[src/rtl/vga_line_loader_pkg.sv]
// -----------------------------------------------------------------------------
// vga_line_loader_pkg
//   Shared VGA line-loader parameters, common with the timing controller:
//   active line width, memory burst geometry, address width and line-FIFO
//   geometry, plus a helper that decides whether the line FIFO can take
//   another full burst.
// -----------------------------------------------------------------------------
package vga_line_loader_pkg;

  localparam int H_ACTIVE   = 1024;  // pixels per line, words per line load
  localparam int BURST_LEN  = 256;   // words per memory burst
  localparam int ADDR_W     = 23;    // memory word-address width
  localparam int FIFO_DEPTH = 2048;  // line-FIFO depth in words
  localparam int FIFO_AW    = 11;    // width of the FIFO used-words count
  localparam int VLINE_W    = 13;    // line-number width
  localparam int PIX_W      = 24;    // {R,G,B}
  localparam int LEN_W      = 9;     // burst-length field width

  localparam int N_BURSTS   = H_ACTIVE / BURST_LEN;
  localparam int BEAT_W     = $clog2(BURST_LEN);
  localparam int IDX_W      = $clog2(N_BURSTS + 1);

  // A burst may only be requested when the whole burst fits in the FIFO.
  // The used-words count is widened to int so that DEPTH - used never wraps.
  function automatic logic fifoHasRoom(input logic [FIFO_AW-1:0] usedw);
    return (FIFO_DEPTH - int'(usedw)) >= BURST_LEN;
  endfunction

endpackage

[src/rtl/vga_line_loader_if.sv]
// -----------------------------------------------------------------------------
// vga_line_loader_if
//   Bundles the frame-buffer burst-read port and the line-FIFO write side.
//   master : the line loader (issues reads, writes the FIFO)
//   slave  : the memory controller / FIFO side
//   Signals:
//     oMEM_RD_REQ / oMEM_RD_ADDR / oMEM_RD_LEN  burst request, start, length
//     iMEM_RD_ACK                               burst accepted
//     iMEM_RD_VALID / iMEM_RD_DATA              returned data beats
//     oFIFO_WDATA / oFIFO_WREQ                  FIFO write port
//     iFIFO_WUSEDW                              FIFO write-side fill level
//     oFIFO_ACLR                                FIFO clear
// -----------------------------------------------------------------------------
interface vga_line_loader_if;
  import vga_line_loader_pkg::*;

  logic               oMEM_RD_REQ;
  logic [ADDR_W-1:0]  oMEM_RD_ADDR;
  logic [LEN_W-1:0]   oMEM_RD_LEN;
  logic               iMEM_RD_ACK;
  logic               iMEM_RD_VALID;
  logic [PIX_W-1:0]   iMEM_RD_DATA;
  logic [PIX_W-1:0]   oFIFO_WDATA;
  logic               oFIFO_WREQ;
  logic [FIFO_AW-1:0] iFIFO_WUSEDW;
  logic               oFIFO_ACLR;

  modport master (
    output oMEM_RD_REQ, oMEM_RD_ADDR, oMEM_RD_LEN,
    input  iMEM_RD_ACK, iMEM_RD_VALID, iMEM_RD_DATA,
    output oFIFO_WDATA, oFIFO_WREQ, oFIFO_ACLR,
    input  iFIFO_WUSEDW
  );

  modport slave (
    input  oMEM_RD_REQ, oMEM_RD_ADDR, oMEM_RD_LEN,
    output iMEM_RD_ACK, iMEM_RD_VALID, iMEM_RD_DATA,
    input  oFIFO_WDATA, oFIFO_WREQ, oFIFO_ACLR,
    output iFIFO_WUSEDW
  );

endinterface

[src/rtl/vga_line_loader_addr_gen.sv]
// -----------------------------------------------------------------------------
// vga_line_loader_addr_gen
//   Burst address generator for one line load: line base multiply, burst
//   index and the registered burst start address.
//   Ports:
//     iCLK, iRST_N   clock, synchronous active-low reset
//     iSTART         load base = iVLINE * H_ACTIVE, index = 0
//     iADVANCE       step to the next burst (index + 1, address + BURST_LEN)
//     iVLINE         line number, sampled with iSTART
//     oADDR          current burst start address (registered, stable)
//     oLAST_BURST    current burst is the final one of the line
// -----------------------------------------------------------------------------
module vga_line_loader_addr_gen
  import vga_line_loader_pkg::*;
(
  input  logic               iCLK,
  input  logic               iRST_N,
  input  logic               iSTART,
  input  logic               iADVANCE,
  input  logic [VLINE_W-1:0] iVLINE,
  output logic [ADDR_W-1:0]  oADDR,
  output logic               oLAST_BURST
);

  localparam logic [ADDR_W-1:0] LINE_STRIDE  = ADDR_W'(H_ACTIVE);
  localparam logic [ADDR_W-1:0] BURST_STRIDE = ADDR_W'(BURST_LEN);

  logic [IDX_W-1:0]  burstIdx;
  logic [ADDR_W-1:0] baseAddr;

  // Product is evaluated at ADDR_W bits, so it truncates to the address width.
  assign baseAddr = ADDR_W'(iVLINE) * LINE_STRIDE;

  // NOTE: clocked state uses non-blocking assignments so every register
  // samples the pre-edge values, independent of statement order.
  always_ff @(posedge iCLK) begin
    if (!iRST_N) begin
      burstIdx <= '0;
      oADDR    <= '0;
    end else if (iSTART) begin
      burstIdx <= '0;
      oADDR    <= baseAddr;
    end else if (iADVANCE) begin
      burstIdx <= burstIdx + IDX_W'(1);
      oADDR    <= oADDR + BURST_STRIDE;
    end
  end

  assign oLAST_BURST = (burstIdx == IDX_W'(N_BURSTS - 1));

endmodule

[src/rtl/vga_line_loader.sv]
// -----------------------------------------------------------------------------
// vga_line_loader
//   Fills the VGA read-side line FIFO from frame-buffer memory, one video line
//   per load request, as H_ACTIVE/BURST_LEN bursts with one outstanding.
//   Ports:
//     iCLK, iRST_N   pixel clock, synchronous active-low reset
//     iLOAD_REQ      line-load request (rising edge acts)
//     iLOAD_VLINE    line number, sampled on the request edge
//     iCLEAR         FIFO clear / load abort (level)
//     oBUSY          a line load is in progress
//     oOVERRUN       one-cycle pulse when a request arrives while busy
//     bus            memory burst-read port and FIFO write port (master)
// -----------------------------------------------------------------------------
module vga_line_loader
  import vga_line_loader_pkg::*;
(
  input  logic               iCLK,
  input  logic               iRST_N,
  input  logic               iLOAD_REQ,
  input  logic [VLINE_W-1:0] iLOAD_VLINE,
  input  logic               iCLEAR,
  output logic               oBUSY,
  output logic               oOVERRUN,
  vga_line_loader_if.master  bus
);

  typedef enum logic [1:0] {IDLE, ISSUE, RECV, FLUSH} state_t;

  state_t            state, stateNxt;
  logic [BEAT_W-1:0] beatCnt, beatCntNxt;
  logic              memRdReq, memRdReqNxt;
  logic              fifoWreq, fifoWreqNxt;
  logic [PIX_W-1:0]  fifoWdata, fifoWdataNxt;
  logic              overrun, overrunNxt;
  logic              fifoAclr;
  logic [LEN_W-1:0]  memRdLen;
  logic [ADDR_W-1:0] memRdAddr;
  logic              loadReqD;
  logic              armed;

  logic loadRise, spaceOk, beatLast, lastBurst, addrStart, addrAdvance;

  // A request held high through reset release must not start a load, so the
  // edge detector is only armed once iLOAD_REQ has been seen low after reset.
  assign loadRise = iLOAD_REQ & ~loadReqD & armed;
  assign spaceOk  = fifoHasRoom(bus.iFIFO_WUSEDW);
  assign beatLast = bus.iMEM_RD_VALID && (beatCnt == BEAT_W'(BURST_LEN - 1));

  vga_line_loader_addr_gen u_addr_gen (
    .iCLK        (iCLK),
    .iRST_N      (iRST_N),
    .iSTART      (addrStart),
    .iADVANCE    (addrAdvance),
    .iVLINE      (iLOAD_VLINE),
    .oADDR       (memRdAddr),
    .oLAST_BURST (lastBurst)
  );

  always_ff @(posedge iCLK) begin
    if (!iRST_N) begin
      state     <= IDLE;
      beatCnt   <= '0;
      memRdReq  <= 1'b0;
      fifoWreq  <= 1'b0;
      fifoWdata <= '0;
      overrun   <= 1'b0;
      fifoAclr  <= 1'b0;
      memRdLen  <= '0;
      loadReqD  <= 1'b0;
      armed     <= 1'b0;
    end else begin
      state     <= stateNxt;
      beatCnt   <= beatCntNxt;
      memRdReq  <= memRdReqNxt;
      fifoWreq  <= fifoWreqNxt;
      fifoWdata <= fifoWdataNxt;
      overrun   <= overrunNxt;
      fifoAclr  <= iCLEAR;
      memRdLen  <= LEN_W'(BURST_LEN);
      loadReqD  <= iLOAD_REQ;
      armed     <= armed | ~iLOAD_REQ;
    end
  end

  always_comb begin
    // NOTE: every output of this block gets a default first, so no path can
    // leave one unassigned and infer a latch.
    stateNxt     = state;
    beatCntNxt   = beatCnt;
    memRdReqNxt  = 1'b0;
    fifoWreqNxt  = 1'b0;
    fifoWdataNxt = fifoWdata;
    overrunNxt   = 1'b0;
    addrStart    = 1'b0;
    addrAdvance  = 1'b0;

    if (iCLEAR) begin
      // Clear aborts the load and beats the FIFO rather than the request.
      // An accepted burst is still drained so its tail is not mistaken for
      // the next load's data; a pending, unaccepted request is just dropped.
      unique case (state)
        RECV, FLUSH: begin
          if (bus.iMEM_RD_VALID) beatCntNxt = beatCnt + BEAT_W'(1);
          stateNxt = beatLast ? IDLE : FLUSH;
        end
        ISSUE: begin
          if (memRdReq && bus.iMEM_RD_ACK) begin
            beatCntNxt = '0;
            stateNxt   = FLUSH;
          end else begin
            stateNxt = IDLE;
          end
        end
        default: stateNxt = IDLE;
      endcase
    end else begin
      if (loadRise && state != IDLE) overrunNxt = 1'b1;

      unique case (state)
        IDLE: begin
          if (loadRise) begin
            addrStart   = 1'b1;
            memRdReqNxt = spaceOk;
            stateNxt    = ISSUE;
          end
        end

        ISSUE: begin
          // Once raised, the request is held regardless of FIFO level until
          // the memory accepts it.
          if (memRdReq) begin
            if (bus.iMEM_RD_ACK) begin
              beatCntNxt = '0;
              stateNxt   = RECV;
            end else begin
              memRdReqNxt = 1'b1;
            end
          end else begin
            memRdReqNxt = spaceOk;
          end
        end

        RECV: begin
          if (bus.iMEM_RD_VALID) begin
            fifoWreqNxt  = 1'b1;
            fifoWdataNxt = bus.iMEM_RD_DATA;
            beatCntNxt   = beatCnt + BEAT_W'(1);
          end
          if (beatLast) begin
            addrAdvance = 1'b1;
            if (lastBurst) begin
              stateNxt = IDLE;
            end else begin
              memRdReqNxt = spaceOk;
              stateNxt    = ISSUE;
            end
          end
        end

        FLUSH: begin
          if (bus.iMEM_RD_VALID) beatCntNxt = beatCnt + BEAT_W'(1);
          if (beatLast) stateNxt = IDLE;
        end

        default: stateNxt = IDLE;
      endcase
    end
  end

  assign oBUSY    = (state != IDLE);
  assign oOVERRUN = overrun;

  assign bus.oMEM_RD_REQ  = memRdReq;
  assign bus.oMEM_RD_ADDR = memRdAddr;
  assign bus.oMEM_RD_LEN  = memRdLen;
  assign bus.oFIFO_WREQ   = fifoWreq;
  assign bus.oFIFO_WDATA  = fifoWdata;
  assign bus.oFIFO_ACLR   = fifoAclr;

endmodule

[src/flat_wrapper.sv]
// flat-port wrapper written by rule: the top's interface ports become plain ports
module vga_line_loader_flat import vga_line_loader_pkg::*;
  (iCLK, iRST_N, iLOAD_REQ, iLOAD_VLINE, iCLEAR, oBUSY, oOVERRUN, bus_oMEM_RD_REQ, bus_oMEM_RD_ADDR, bus_oMEM_RD_LEN, bus_iMEM_RD_ACK, bus_iMEM_RD_VALID, bus_iMEM_RD_DATA, bus_oFIFO_WDATA, bus_oFIFO_WREQ, bus_oFIFO_ACLR, bus_iFIFO_WUSEDW);
  vga_line_loader_if bus_i ();
  input  logic iCLK;
  input  logic iRST_N;
  input  logic iLOAD_REQ;
  input  logic [VLINE_W-1:0] iLOAD_VLINE;
  input  logic iCLEAR;
  output logic oBUSY;
  output logic oOVERRUN;
  output wire logic [$bits(bus_i.oMEM_RD_REQ)-1:0] bus_oMEM_RD_REQ;
  output wire logic [$bits(bus_i.oMEM_RD_ADDR)-1:0] bus_oMEM_RD_ADDR;
  output wire logic [$bits(bus_i.oMEM_RD_LEN)-1:0] bus_oMEM_RD_LEN;
  input wire logic [$bits(bus_i.iMEM_RD_ACK)-1:0] bus_iMEM_RD_ACK;
  input wire logic [$bits(bus_i.iMEM_RD_VALID)-1:0] bus_iMEM_RD_VALID;
  input wire logic [$bits(bus_i.iMEM_RD_DATA)-1:0] bus_iMEM_RD_DATA;
  output wire logic [$bits(bus_i.oFIFO_WDATA)-1:0] bus_oFIFO_WDATA;
  output wire logic [$bits(bus_i.oFIFO_WREQ)-1:0] bus_oFIFO_WREQ;
  output wire logic [$bits(bus_i.oFIFO_ACLR)-1:0] bus_oFIFO_ACLR;
  input wire logic [$bits(bus_i.iFIFO_WUSEDW)-1:0] bus_iFIFO_WUSEDW;
  assign bus_oMEM_RD_REQ = bus_i.oMEM_RD_REQ;
  assign bus_oMEM_RD_ADDR = bus_i.oMEM_RD_ADDR;
  assign bus_oMEM_RD_LEN = bus_i.oMEM_RD_LEN;
  assign bus_i.iMEM_RD_ACK = bus_iMEM_RD_ACK;
  assign bus_i.iMEM_RD_VALID = bus_iMEM_RD_VALID;
  assign bus_i.iMEM_RD_DATA = bus_iMEM_RD_DATA;
  assign bus_oFIFO_WDATA = bus_i.oFIFO_WDATA;
  assign bus_oFIFO_WREQ = bus_i.oFIFO_WREQ;
  assign bus_oFIFO_ACLR = bus_i.oFIFO_ACLR;
  assign bus_i.iFIFO_WUSEDW = bus_iFIFO_WUSEDW;
  vga_line_loader u_core (.iCLK(iCLK), .iRST_N(iRST_N), .iLOAD_REQ(iLOAD_REQ), .iLOAD_VLINE(iLOAD_VLINE), .iCLEAR(iCLEAR), .oBUSY(oBUSY), .oOVERRUN(oOVERRUN), .bus(bus_i));
endmodule
[config.mk]
export PLATFORM = sky130hd
export DESIGN_NAME = vga_line_loader_flat
export DESIGN_NICKNAME = d
export VERILOG_FILES = /design/src/rtl/vga_line_loader_pkg.sv /design/src/rtl/vga_line_loader_if.sv /design/src/rtl/vga_line_loader_addr_gen.sv /design/src/rtl/vga_line_loader.sv /design/src/flat_wrapper.sv
export SDC_FILE = /design/constraint.sdc
export NUM_CORES = 1
export LEC_CHECK = 0
export ABC_AREA = 1
export ABC_CLOCK_PERIOD_IN_PS = 1850
export BUFFER_PORTS_ARGS = -buffer_cell sky130_fd_sc_hd__buf_4
export CORE_UTILIZATION = 43
export DETAILED_ROUTE_END_ITERATION = 10
export PLACE_DENSITY = 0.86
export SLEW_MARGIN = 10
export SYNTH_ARGS = -nofsm -noshare
export SYNTH_HDL_FRONTEND = slang
export SYNTH_HIERARCHICAL = 1
export SYNTH_SLANG_ARGS = --single-unit
[constraint.sdc]
create_clock -name iCLK -period 1.85 [get_ports iCLK]
set_input_delay 0.37 -clock iCLK [delete_from_list [all_inputs] [get_ports iCLK]]
set_output_delay 0.37 -clock iCLK [all_outputs]
set_load 0.01 [all_outputs]
==> metrics.yaml, run 1 <==
timing.rr.start: "u_core/beatCnt[0]"
hold_viol: 0
worstPathCellList: "ha_4 > nand2_1 > nor2_2 > nand2_2 > nor4_4 > buf_4 > nor2_1 > buf_4 > a22oi_1 > a21oi_1"
viasPerCell: 5.066
period_minus_slack_ps: 1759
drt-pass1-iter-count: 5
area_growth_pct: 37.85
end_kind: "register"
final-setup-viol-count: 0
status: "finished clean"
die_area_um2: 6853
synthDistinctLibCells: 31
clock.fmax_mhz: 568.4
hold_buffers: 0
synth_top_area_frac: 0.4209
yosysSeqAreaShare: 0.4209
synth_area_leader_cell: "dfxtp_1"
synthesis.instances: 389
maxCapViolCount: 0
p_leak_nw: 1.714
most-common-layout-cells: "108 x buf_4, 75 x nor2_1, 59 x nand2_1, 56 x dfxtp_1, 31 x o21ai_0"
holdCritStartpoint: "iLOAD_REQ"
hpwl_um: 5067
vias: 2923
ys_ff_latch: 59
finalPower_w: 0.002962
crit_slowest_cell: "dfxtp_2"
power.density_nw_per_um2: 765.6
drive_above_1_share: 0.2960
skew_ps: 4.862
cts_buffers: 9
io_pins: 115
critPathBufInv: 2
ant_nets: 0
worstSetupPathType: "register to register"
cp_top_family: "simple AND/OR/NAND/NOR gates"
cts_tree: "yes"
yosysWarnings: 6
layout_commonest_cell: "buf_4"
final_util: 0.6128
io_buffers: 98
synth_area_leaders: "dfxtp_1 42%, nor2_1 10%, nand2_1 8.0%"
grt_pass1_wl_um: 11030
hold_path.class: "input port to register"
drtIter0Drc: 229
cts_root_buffer: "clkbuf_8"
final_nets: 553
r2r_setup_slack_ps: 90
crit_required_ps: 2070
slew_violations: 0
drcViolationCount: 0
grt_max_degree: 36
wirelength_um: 7164
syn_area_um2: 2806
rows: 29
fin_crit_sh: 0.9510
ir_drop_mv: 0.4753
wl_per_cell_um: 12.42
antenna_found_initial: 0
grt_pass1_vias: 2581
grt_usage: 0.2131
die_h_um: 82.79
crit_top_cell: "buf_4"
start_util: 0.4445
crit_arrival_ps: 1970
clock_latency_ps: 340
gr-total-overflow: 0
diodes: 0
cp-startpoint: "u_core/beatCnt[0]"
syn-mean-instance-area_um2: 7.215
clk_pin_slew_ps: 70
critPathLaunchType: "register"
clock-sinks: 59
die_w_um: 82.79
place_congestion: 0.9018
clock_path_buffers: 2
critical_path.max_fanout: 11
fillers: 556
core_area_um2: 6314
max_stage_delay_ps: 360
htree_levels: 3
-- cell type report --
cell class / instances / area [um2] / area share
multi-input cells: 281 / 1400 / 0.3619
well taps: 77 / 96.34 / 0.02490
clock inverters: 5 / 100.1 / 0.02587
inverters: 36 / 135.1 / 0.03493
flip-flops and latches: 59 / 1185 / 0.3063
repair buffers: 108 / 810.8 / 0.2096
clock buffers: 11 / 141.4 / 0.03655
-- logic make-up (layout without fill, tap and decap cells) --
| group | after synthesis | count (layout) | synth area share |
|---|---|---|---|
| AO/OA/AOI/OAI | 70 | 70 | 0.1391 |
| XOR/XNOR | 5 | 5 | 0.01560 |
| adder cells (fa/ha/maj) | 4 | 4 | 0.01783 |
| buffers and inverters | 63 | 160 | 0.1128 |
| flip-flops | 59 | 59 | 0.4209 |
| other | 2 | 16 | 0.002676 |
| AND/OR/NAND/NOR | 186 | 186 | 0.2911 |
-- state kept, by name, indices dropped and copies added, names as in the netlist, 2 cells and up --
name                        flops
u_core/state                    2
u_core/beatCnt                  8
u_core/bus.oFIFO_WDATA         24
u_core/u_addr_gen/burstIdx      3
u_core/u_addr_gen/oADDR        15
-- worst paths after layout --
kind | endpoint | cells past startpoint
min reg2reg | u_core/armed | 2
max reg2reg | u_core/u_addr_gen/oADDR[16] | 10
max | u_core/u_addr_gen/oADDR[16] | 10
min | u_core/armed | 2
-- cells in the mapped netlist --
master     n
a211oi_1   1
a21oi_1   23
a22oi_1    9
a31oi_1    3
and3_1     1
buf_2      3
buf_4     16
buf_6      2
clkbuf_1   5
clkbuf_2   1
conb_1     2
dfxtp_1   59
ha_1       4
inv_1     32
inv_2      4
nand2_1   60
nand2_2    2
nand3_1   21
nand3_2    2
nand3b_1   1
nand4_1    9
nor2_1    77
nor2_2     2
nor2_4     3
nor3_1     3
nor3b_1    2
nor4_1     3
o21ai_0   33
o21ai_4    1
xnor2_1    1
xor2_1     4
-- metal layers --
metal / wire [um] / vias to the layer above / GRT usage
li1: - / 1449 / -
met1: 2922 / 1309 / 0.2468
met2: 3499 / 148 / 0.3475
met3: 585 / 17 / 0.06995
met4: 156 / 0 / 0.1138
met5: 0 / - / 0
-- repair_timing --
item / CTS / global route
hold endpoints to repair: 0 / 0
setup buffers: 2 / 0
resized for setup: 9 / 6
pin swaps: 4 / 5
gates cloned: 0 / 0
setup endpoints to repair: 3 / 18
-- report_power, final --
group | internal [W] | leakage (nW) | switching (W)
sequential | 0.00129 | 0.478 | 0.0000169
clock | 0.000927 | 0.123 | 0.000508
combinational | 0.000117 | 1.11 | 0.000108
-- per-stage QoR --
stage               setup WS, ps  cells  hold WS (ps)  instance area (um2)  TNS [ps]
detailed placement        -42.25    560         451.6                 3577    -50.53
CTS                       -3.707    578         226.8                 3859    -3.707
global placement           62.79    560         441.4                 3577         0
floorplan                  50.56    403         397.7                 2859         0
global route              -22.96    577         223.1                 3869    -94.96
finish                     90.66    577         234.3                 3869         0
Note: power is estimated with default switching activity, not from simulation.
==> run 2, diff against run 1 <==
--- a/config.mk
+++ b/config.mk
@@ -7,10 +7,10 @@
 export LEC_CHECK = 0
 export ABC_AREA = 1
 export ABC_CLOCK_PERIOD_IN_PS = 1850
-export BUFFER_PORTS_ARGS = -buffer_cell sky130_fd_sc_hd__buf_4
-export CORE_UTILIZATION = 43
+export CORE_UTILIZATION = 45
 export DETAILED_ROUTE_END_ITERATION = 10
-export PLACE_DENSITY = 0.86
+export DONT_BUFFER_PORTS = 1
+export PLACE_DENSITY = 0.73
 export SLEW_MARGIN = 10
 export SYNTH_ARGS = -nofsm -noshare
 export SYNTH_HDL_FRONTEND = slang
==> run 2 against run 1 <==
Largest cell class unchanged. Critical path depth shrank 2. Design area shrank 18%. Non-clock buffer count shrank 98. Combinational power shrank 55%. Setup slack lost 10 ps. Core utilization shrank 8.3 points. Sequential cell count is the same. Clock power shrank 8%. Cell count shrank 17%. Clock skew grew 2.9 ps. Die area shrank 4.3%. Largest power group unchanged.
==> metrics.yaml, run 2 (synthesized netlist as in run 1, its figures left out) <==
r2r_end: "u_core/u_addr_gen/oADDR[17]"  # was u_core/u_addr_gen/oADDR[16]
grt_pass1_wl_um: 9466  # was 11030 um
final-setup-viol-count: 0  # unchanged
hpwl_um: 4362  # was 5067 um
fin_ws_ps: 80.60  # was 90.66 ps
status: "finished clean"  # unchanged
cts_root_buffer: "clkbuf_8"  # unchanged
vias: 2453  # was 2923
hold_buffers: 0  # unchanged
maxCapViolCount: 0  # unchanged
ir_drop_mv: 0.5615  # was 0.4753 mV
clock-sinks: 59  # unchanged
place_congestion: 0.8582  # was 0.9018
final_util: 0.5296  # was 0.6128
clock_latency_ps: 340  # about the same
rsz0062_at_grt: "yes"
r2r_cells: 8  # was 10
r2r_setup_slack_ps: 80  # was 90 ps
timing.rr.start: "u_core/state[0]"  # was u_core/beatCnt[0]
largest_reg_flops: 24  # unchanged
clock.fmax_mhz: 565.2  # was 568.4 MHz
start_util: 0.4712  # was 0.4445
holdPathStages: 0  # was 2
viasPerCell: 5.143  # was 5.066
worstSetupPathType: "register to register"  # unchanged
area_growth_pct: 12.39  # was 37.85%
fin_crit_sh: 0.9564  # was 0.9510
crit_arrival_ps: 1980  # was 1970 ps
clk_pin_slew_ps: 70  # about the same
wl_per_cell_um: 12.80  # was 12.42 um
design_area_um2: 3154  # was 3869 um2
core_area_um2: 5956  # was 6314 um2
cts_buffers: 9  # unchanged
drcViolationCount: 0  # unchanged
placed_cell_area_um2: 2824  # was 3577 um2
drt-pass1-iter-count: 6  # was 5
clock_path_buffers: 2  # unchanged
die_area_um2: 6556  # was 6853 um2
wirelength_um: 6106  # was 7164 um
hold_viol: 0  # unchanged
drtIter0Drc: 98  # was 229
io_pins: 115  # unchanged
end_kind: "register"  # unchanged
antenna_found_initial: 0  # unchanged
skew_ps: 7.799  # was 4.862 ps
drive_above_1_share: 0.1368  # was 0.2960
period_minus_slack_ps: 1769  # was 1759 ps
io_buffers: 0  # was 98
ant_nets: 0  # unchanged
p_leak_nw: 1.227  # was 1.714 nW
final_nets: 455  # was 553
critPathLaunchType: "register"  # unchanged
critical_path.max_fanout: 13  # was 11
slew_violations: 0  # unchanged
die_w_um: 80.97  # was 82.79 um
die_h_um: 80.97  # was 82.79 um
most-common-layout-cells: "74 x nor2_1, 58 x nand2_1, 55 x dfxtp_1, 32 x o21ai_0, 30 x inv_1"  # was 108 x buf_4, 75 x nor2_1, 59 x nand2_1, 56 x dfxtp_1, 31 x o21ai_0
grt_pass1_vias: 2134  # was 2581
grt_usage: 0.1898  # was 0.2131
hold_ws_ps: 60.78  # was 234.3 ps
hold_path.class: "input port to register"  # unchanged
layout_commonest_cell: "nor2_1"  # was buf_4
power.density_nw_per_um2: 866.4  # was 765.6 nW/um2
finalPower_w: 0.002733  # was 0.002962 W
grt_max_degree: 36  # unchanged
rows: 28  # was 29
cts_tree: "yes"  # unchanged
htree_levels: 3  # unchanged
crit_required_ps: 2060  # was 2070 ps
holdCritStartpoint: "iRST_N"  # was iLOAD_REQ
min_to: "u_core/bus.oMEM_RD_LEN[8]"  # was u_core/armed
gr-total-overflow: 0  # unchanged
place_ws_ps: -62.52  # was -42.25 ps
diodes: 0  # unchanged
==> run 2: cell types whose count changed in the layout (fill, tap and decap cells not counted), sizes merged <==
cell	before	now
clkinvlp	0	1
bufinv	3	2
clkbuf	11	12
buf	108	10
clkinv	2	1
==> run 2: worst max path at each step <==
stage                       from                          end  slack (ps)  cells past startpoint
6_report         u_core/state[0]  u_core/u_addr_gen/oADDR[17]          80                      8
5_1_grt        u_core/beatCnt[1]  u_core/u_addr_gen/oADDR[12]         -40                     12
4_1_cts        u_core/beatCnt[1]  u_core/u_addr_gen/oADDR[16]           7                     12
3_5_place_dp   u_core/beatCnt[0]  u_core/u_addr_gen/oADDR[13]         -60                      9
3_3_place_gp   u_core/beatCnt[0]  u_core/u_addr_gen/oADDR[20]          20                      9
2_1_floorplan  u_core/beatCnt[1]  u_core/u_addr_gen/oADDR[13]          50                     10
==> run 2: what timing repair did <==
item,in CTS,in global routing
gates resized for setup,1,25
pin swaps,0,5
setup endpoints to repair,11,35
setup buffers,0,3
==> run 2: power by group <==
part	internal (W)	switching [W]	leakage, nW	total, W
registers	0.00128	0.0000233	0.479	0.00131
clock network	0.000830	0.000495	0.113	0.00132
logic	0.0000324	0.0000683	0.635	0.000101
==> run 2: cell type report <==
class / count / area, um2
fillers: 569 / 2801
multi-input cells: 281 / 1429
flip-flops and latches: 59 / 1189
clock buffers: 12 / 155.1
inverters: 36 / 140.1
well taps: 75 / 93.84
repair buffers: 10 / 75.07
clock inverters: 4 / 72.57
==> run 2: through the flow <==
stage                     instances  setup TNS, ps
final                           477              0
after global routing            477         -90.18
after detailed placement        458         -341.6
after floorplan                 403              0
after CTS                       474              0
after global placement          458              0
==> run 2: metal layers <==
metal | vias to the layer above | wire, um | share of wire | GRT usage
li1 | 1260 | - | - | -
met1 | 1096 | 2609 | 0.43 | 0.2110
met2 | 92 | 2933 | 0.48 | 0.3067
met3 | 5 | 523 | 0.086 | 0.08652
met4 | 0 | 39 | 0.0064 | 0.09107
met5 | - | 0 | 0 | 0
==> run 2: worst max-delay path: stages, from the launching register on <==
cell and delay, ps:
dfxtp_1 390, nor2_1 240, nand4_1 170, nor2_2 200, buf_4 250, nor2_4 60, buf_4 160, nand3_1 110
a21oi_2 60
